**src/rtl/arbitro_destino.sv**
```systemverilog
// Destination arbiter: drains four class FIFOs and routes each word to a destination FIFO.
// Define ARB_RR_EN for round-robin class arbitration; the default is strict priority (class 3 highest).
module arbitro_destino #(
  parameter int WORD_SIZE = 12
) (
  input  logic                   clk,
  input  logic                   reset,
  input  logic [4*WORD_SIZE-1:0] data_in,
  input  logic [3:0]             fifos_empty,
  input  logic [3:0]             fifos_almost_full,
  output logic [3:0]             pop,
  output logic [3:0]             push,
  output logic [WORD_SIZE-1:0]   data_out_arb,
  output logic                   busy
);

  typedef enum logic [1:0] {
    IDLE    = 2'd0,
    POP     = 2'd1,
    CAPTURE = 2'd2
  } state_t;

  state_t               state_q, state_d;
  logic [1:0]           grant_q, grant_d;
  logic [3:0]           pop_q, pop_d;
  logic [3:0]           push_q, push_d;
  logic [WORD_SIZE-1:0] data_q, data_d;
  logic                 busy_q, busy_d;
  logic [3:0]           eligible_s;
  logic [1:0]           sel_s;
  logic [WORD_SIZE-1:0] word_s;

  function automatic logic [3:0] onehot(input logic [1:0] idx);
    onehot = 4'b0001 << idx;
  endfunction

`ifdef ARB_RR_EN
  logic [1:0] last_q, last_d;

  // Round-robin: first eligible class after the last grant, wrapping.
  function automatic logic [1:0] select_class(input logic [3:0] elig, input logic [1:0] last);
    logic [1:0] idx;
    select_class = last;
    for (int k = 4; k >= 1; k--) begin
      idx = last + k[1:0];
      if (elig[idx]) begin
        select_class = idx;
      end else begin
        select_class = select_class;
      end
    end
  endfunction

  assign sel_s = select_class(eligible_s, last_q);
`else
  function automatic logic [1:0] select_class(input logic [3:0] elig);
    if (elig[3])      select_class = 2'd3;
    else if (elig[2]) select_class = 2'd2;
    else if (elig[1]) select_class = 2'd1;
    else              select_class = 2'd0;
  endfunction

  assign sel_s = select_class(eligible_s);
`endif

  // Any almost-full destination stalls all classes.
  assign eligible_s = (fifos_almost_full == 4'b0000) ? ~fifos_empty : 4'b0000;
  assign word_s     = data_in[int'(grant_q)*WORD_SIZE +: WORD_SIZE];

  // Next-state and next-output computation.
  always_comb begin
    state_d = state_q;
    grant_d = grant_q;
    pop_d   = 4'b0000;
    push_d  = 4'b0000;
    data_d  = '0;
`ifdef ARB_RR_EN
    last_d  = last_q;
`endif
    case (state_q)
      IDLE: begin
        if (eligible_s != 4'b0000) begin
          grant_d = sel_s;
          pop_d   = onehot(sel_s);
          state_d = POP;
`ifdef ARB_RR_EN
          last_d  = sel_s;
`endif
        end else begin
          state_d = IDLE;
        end
      end
      POP: begin
        state_d = CAPTURE;
      end
      CAPTURE: begin
        data_d  = word_s;
        push_d  = onehot(word_s[WORD_SIZE-3:WORD_SIZE-4]);
        state_d = IDLE;
      end
      default: begin
        state_d = IDLE;
      end
    endcase
    busy_d = (state_d != IDLE);
  end

  // State and registered outputs.
  always_ff @(posedge clk or negedge reset) begin
    if (!reset) begin
      state_q <= IDLE;
      grant_q <= 2'd0;
      pop_q   <= 4'b0000;
      push_q  <= 4'b0000;
      data_q  <= '0;
      busy_q  <= 1'b0;
`ifdef ARB_RR_EN
      last_q  <= 2'd3;
`endif
    end else begin
      state_q <= state_d;
      grant_q <= grant_d;
      pop_q   <= pop_d;
      push_q  <= push_d;
      data_q  <= data_d;
      busy_q  <= busy_d;
`ifdef ARB_RR_EN
      last_q  <= last_d;
`endif
    end
  end

  assign pop          = pop_q;
  assign push         = push_q;
  assign data_out_arb = data_q;
  assign busy         = busy_q;

endmodule
```
**config.mk**
```make
export PLATFORM = sky130hd
export DESIGN_NAME = arbitro_destino
export DESIGN_NICKNAME = d
export VERILOG_FILES = /design/src/rtl/arbitro_destino.sv
export SDC_FILE = /design/constraint.sdc
export NUM_CORES = 1
export LEC_CHECK = 0
export CORE_AREA = 2 2 72 74
export DETAILED_ROUTE_END_ITERATION = 16
export DIE_AREA = 0 0 74 76
export PLACE_DENSITY_LB_ADDON = 0.2
export SKIP_CTS_REPAIR_TIMING = 1
export SLEW_MARGIN = 20
export SYNTH_ARGS = -nofsm -noshare
export SYNTH_HDL_FRONTEND = slang
export SYNTH_SLANG_ARGS = --single-unit
```
**constraint.sdc**
```tcl
create_clock -name clk -period 3.15 [get_ports clk]
set_clock_uncertainty 0.1 [all_clocks]
set_input_delay 0.4725 -clock clk [delete_from_list [all_inputs] [get_ports clk]]
set_output_delay 0.4725 -clock clk [all_outputs]
set_load 0.05 [all_outputs]
```
Word-level counts from Yosys, hierarchy flattened
Cells that the tools add are included.
W data, S select, Z words.
{ "word_totals": {"out_inout_bits": 21, "word_cells": 28, "register_bits": 25, "inputBits": 58} }
{ "classes": {"shifts": 3, "n_reduce_logical": 5, "eq_ne": 2, "bitwise_logic": 1, "multipliers": 1, "n_mux": 10} }
{ "ops": {"columns": ["op", "count"], "rows": [
  ["$shiftx A48 B7 Y12", 1],
  ["$mux W4", 4],
  ["$mux W12", 1],
  ["$shl A1 B2 Y4 const A", 2],
  ["$logic_not A4 Y1", 1],
  ["$mul A2 B2 Y4 const B", 1],
  ["$mux W2", 2],
  ["$not A4 Y4", 1],
  ["$pmux W2 S2", 1],
  ["$reduce_bool A4 Y1", 1],
  ["$eq A2 B1 Y1 const B", 1],
  ["$eq A2 B2 Y1 const B", 1],
  ["$logic_not A2 Y1", 1],
  ["$mux W1", 2],
  ["$reduce_and A2 Y1", 1],
  ["$reduce_bool A2 Y1", 1]
]} }

Depth between registers and ports, before layout
{ "logic_depth": {"word_depth": 8, "mapped_depth": 3} }

Worst setup path after synthesis
OpenSTA, ideal clock, no wires.
{ "synth_timing": {"path_kind": "flip-flop to flip-flop", "start": "register grant_q[0]", "end": "register data_q[0], in the netlist data_out_arb[0]", "n_path_buf": 1, "arrival_ns": 1.237, "required_ns": 2.931, "slack_ns": 1.694, "stages_incl_launch_ff": 4, "path_cell_list": "dfrtp_1 > buf_6 > mux4_2 > and2_1"} }
{ "synth_between": {"elab_chain_len": 3} }
{ "synth_lines": {"columns": ["element", "line", "source"], "rows": [
  ["start, declared", "24", "logic [1:0] grant_q, grant_d;"],
  ["start signal, assigned", "122", "grant_q <= grant_d;"],
  ["$mul A2 B2 Y4", "68", "assign word_s = data_in[int'(grant_q)*WORD_SIZE +: WORD_SIZE];"],
  ["$shiftx A48 B7 Y12", "68", null],
  ["$mux W12", "80", "case (state_q)"],
  ["via data_d[0]", "27", "logic [WORD_SIZE-1:0] data_q, data_d;"],
  ["end signal, assigned", "125", "data_q <= data_d;"],
  ["end, declared", "27", null]
]} }
The timed path passes the listed nets, and every way through them passes these cells.
A chain may end at the register's enable or synchronous reset.

Worst setup path after layout
{ "layout_timing": {"start": "register data_q[9], in the netlist data_out_arb[9]", "end": "output data_out_arb[9]"} }
{ "layout_lines": {"columns": ["element", "line", "source"], "rows": [
  ["end, declared", "13", "output logic [WORD_SIZE-1:0] data_out_arb,"]
]} }
No word-level cell between the ends.

==> summary.txt <==
====================================================================================
Most frequently used cell type in the post-synthesis netlist            sky130_fd_sc_hd__dfrtp_1
Grt ovf                                                                            0
Final routed DRC violation total                                                   0
Leak Pwr                                                                    0.860 nW
Via-to-Cell Ratio                                                               4.09
CP max stage delay                                                           0.80 ns
Die outline height                                                             76 um
Synthesized netlist cell count                                                    81
Wire length of the first global-routing pass                                 4710 um
Vias after detailed routing                                                      944
Cell types with the highest counts after synthesis                      sky130_fd_sc_hd__dfrtp_1, sky130_fd_sc_hd__and2_1, sky130_fd_sc_hd__mux4_2, sky130_fd_sc_hd__inv_1, sky130_fd_sc_hd__nor2_1
First-iteration detailed-routing DRC count                                        18
Internal                                                                  0.000572 W
Crit path capture type                                                    output pin
Combinational Power Share                                                      28.1%
Nets in the synthesized netlist                                                  139
Fraction of the mapped netlist area in adder cells                                0%
Kind of cell adding the most delay to the critical path                 buffers and inverters
Top flip-flop cell by instance count after synthesis                    sky130_fd_sc_hd__dfrtp_1
Proportion of power drawn by flip-flops and latches                            47.7%
Average routed wire per standard cell                                        13.2 um
Tightest Pin Transition                                                     0.735 ns
Cell Pwr Density                                                          378 nW/um2
Worst hold margin                                                           0.397 ns
Portion of netlist area occupied by mux cells                                  24.0%
Post-synthesis cell type with the largest combined area                 sky130_fd_sc_hd__dfrtp_1
Largest net degree at the start of global routing                                 26
Placeable core area                                                         4910 um2
Kind of launch point of the worst setup path                                register
Max cap viols                                                                      0
Number of iterations in the first detailed-routing pass                            3
Root Driver                                                             sky130_fd_sc_hd__clkbuf_8
Setup TNS                                                                       0 ns
Critical-path cell list                                                 clkdlybuf4s50_1
Post-detail-place hpwl                                                       2420 um
Starting utilization of the core area                                          23.6%
Total inserted antenna cells                                                       0
Number of antenna violations at the first check in global routing                  0
Later-pin clock latency in the skew report                                   0.27 ns
Data arrival time of the critical path                                       1.41 ns
H-tree depth                                                                       1
Xor/xnor cell area share of the yosys netlist                                     0%
Number of nets in the layout                                                     220
Number of buffers and inverters on the critical path                               1
Core occupancy in the finished layout                                          42.0%
Routability cong.                                                              0.725
Setup-failing EPs final                                                            0
Die outline width                                                              74 um
Proportion of synthesized flip-flops having asynchronous set or reset           100%
TritonCTS clock tree                                                           built
Post-route antenna net violation count                                             0
Headroom to the max-slew limit                                                 51.0%
Fraction of power spent switching nets                                         26.6%
Status                                                                     completed
Largest fanout on the critical path                                                1
Ratio of cells with drive above 1 in the final layout                          10.6%
Clock share of power                                                           24.2%
Sequential fraction of the synthesis area                                      54.0%
Tmin final                                                                   1.98 ns
Category of the most critical setup path                                     reg2out
Minimum setup slack among reg-to-reg paths                                   1.23 ns
Main combinational cell family by area after synthesis                  multiplexers
Slew Viols, Final                                                                  0
#FFs+latches synth                                                                25
Reported net switching power                                              0.000207 W
RSZ-0062 raised after global routing                                              no
Share of the synthesized area in the top cell type                             54.0%
Area overhead of the layout relative to synthesis                              77.9%
Simple-gate share of the synthesized area                                      16.6%
Synthesized area                                                            1160 um2
Sequential cell area                                                         626 um2
Worst-path cell with the longest stage delay                            sky130_fd_sc_hd__clkdlybuf4s50_1
Worst endpoint required time                                                 2.58 ns
Number of synthesis warnings                                                       0
Total die area                                                              5620 um2
Max IR drop VDD                                                             0.151 mV
Max Fclk                                                                     505 MHz
Top area cells in the synthesized netlist                               sky130_fd_sc_hd__dfrtp_1, sky130_fd_sc_hd__mux4_2, sky130_fd_sc_hd__and2_1
Total track usage                                                              11.0%
Floorplan row count                                                               26
Number of enable flip-flop cells after synthesis                                   0
Sink Count                                                                        25
Final routed wirelength across all metal layers                              3050 um
Worst Hold Class                                                             reg2reg
Fillcell total                                                                   457
# IOs                                                                             79
Area of the multi-input gates                                                494 um2
Clock-pin slew on the worst setup and hold paths                             0.09 ns
Vias in the first global route                                                 1,004
Post-route clock period utilization                                            62.9%
Total clock buffers created by CTS                                                 3
Hold Vio Cnt, Final                                                                0
Avg Inst Size Synth                                                         14.3 um2
Compound-cell area share of the yosys netlist                                  2.05%
# port buffers                                                                    78
Clock tree buffer depth                                                            2
Cell variety after synth                                                          22
====================================================================================
cell usage in the layout (no fill, tap or decap):
master,count
sky130_fd_sc_hd__inv_1,5
sky130_fd_sc_hd__nor2_1,5
sky130_fd_sc_hd__nor4_4,1
sky130_fd_sc_hd__clkdlybuf4s50_1,78
sky130_fd_sc_hd__clkbuf_8,3
sky130_fd_sc_hd__mux4_1,2
sky130_fd_sc_hd__o21ai_0,1
sky130_fd_sc_hd__nand3_1,1
sky130_fd_sc_hd__o2111ai_1,1
sky130_fd_sc_hd__nor3_1,4
sky130_fd_sc_hd__a32o_1,1
sky130_fd_sc_hd__nor2b_1,3
sky130_fd_sc_hd__clkinv_2,1
sky130_fd_sc_hd__nand4_1,1
sky130_fd_sc_hd__dfrtp_1,25
sky130_fd_sc_hd__nand2_1,4
sky130_fd_sc_hd__and2_1,10
sky130_fd_sc_hd__and3_1,1
sky130_fd_sc_hd__buf_4,1
sky130_fd_sc_hd__mux4_2,10
sky130_fd_sc_hd__nand2b_1,1
sky130_fd_sc_hd__nor4_1,1
sky130_fd_sc_hd__or2_2,1
per-stage QoR:
step / setup WS (ns) / std cells / cell area, um2 / total power (W)
final: 1.17 / 231 / 2060 / 0.000778
after detailed placement: 1.19 / 227 / 2010 / 0.000601
after global routing: 1.08 / 231 / 2060 / 0.000825
after floorplan: 1.69 / 81 / 1160 / 0.000495
after CTS: 1.16 / 231 / 2060 / 0.000788
after global placement: 1.25 / 227 / 2010 / 0.000596
logic make-up after synthesis:
group,Yosys count
simple gates,33
flops,25
mux,12
buf+inv,8
compound gates,3
per-layer routing:
| layer | track usage (%) | routed length (um) | up-vias |
|---|---|---|---|
| met5 | 0 | 0 | - |
| met2 | 20.6 | 1690 | 36 |
| met3 | 1.19 | 176 | 2 |
| li1 | - | - | 453 |
| met1 | 11.8 | 1150 | 453 |
| met4 | 4.91 | 32 | 0 |
power by group through the flow:
stage                     logic (W)  registers [W]  clock network (W)
after global placement     0.000217       0.000379                  0
after floorplan            0.000125       0.000370                  0
after detailed placement   0.000220       0.000381                  0
after global routing       0.000234       0.000378           0.000213
after CTS                  0.000221       0.000374           0.000193
final                      0.000219       0.000371           0.000188
final timing paths:
kind	from	to	cells after the start
worst max-delay path	data_out_arb[9]$_DFF_PN0_	data_out_arb[9]	1
worst min-delay path	state_q[1]$_DFF_PN0_	state_q[1]$_DFF_PN0_	1
worst max register to register	grant_q[0]$_DFFE_PN0P_	push[2]$_DFF_PN0_	3
worst min register to register	state_q[1]$_DFF_PN0_	state_q[1]$_DFF_PN0_	1
max in group asynchronous	reset	data_out_arb[1]$_DFF_PN0_	2
min in group asynchronous	reset	data_out_arb[8]$_DFF_PN0_	2
layout make-up:
class                           count  share of cell area [%]
Clock buffer                        3                    2.00
Clock inverter                      1                   0.243
Inverter                            5                   0.911
Multi-Input combinational cell     48                    24.0
Sequential cell                    25                    30.4
Tap cell                           70                    4.25
Timing Repair Buffer               79                    38.3
registers in the layout, summed over array words and instances (netlist names):
register,flops
busy,1
data_out_arb,12
grant_q,2
pop,4
push,4
state_q,2
Power figures use the tool's default switching activity.
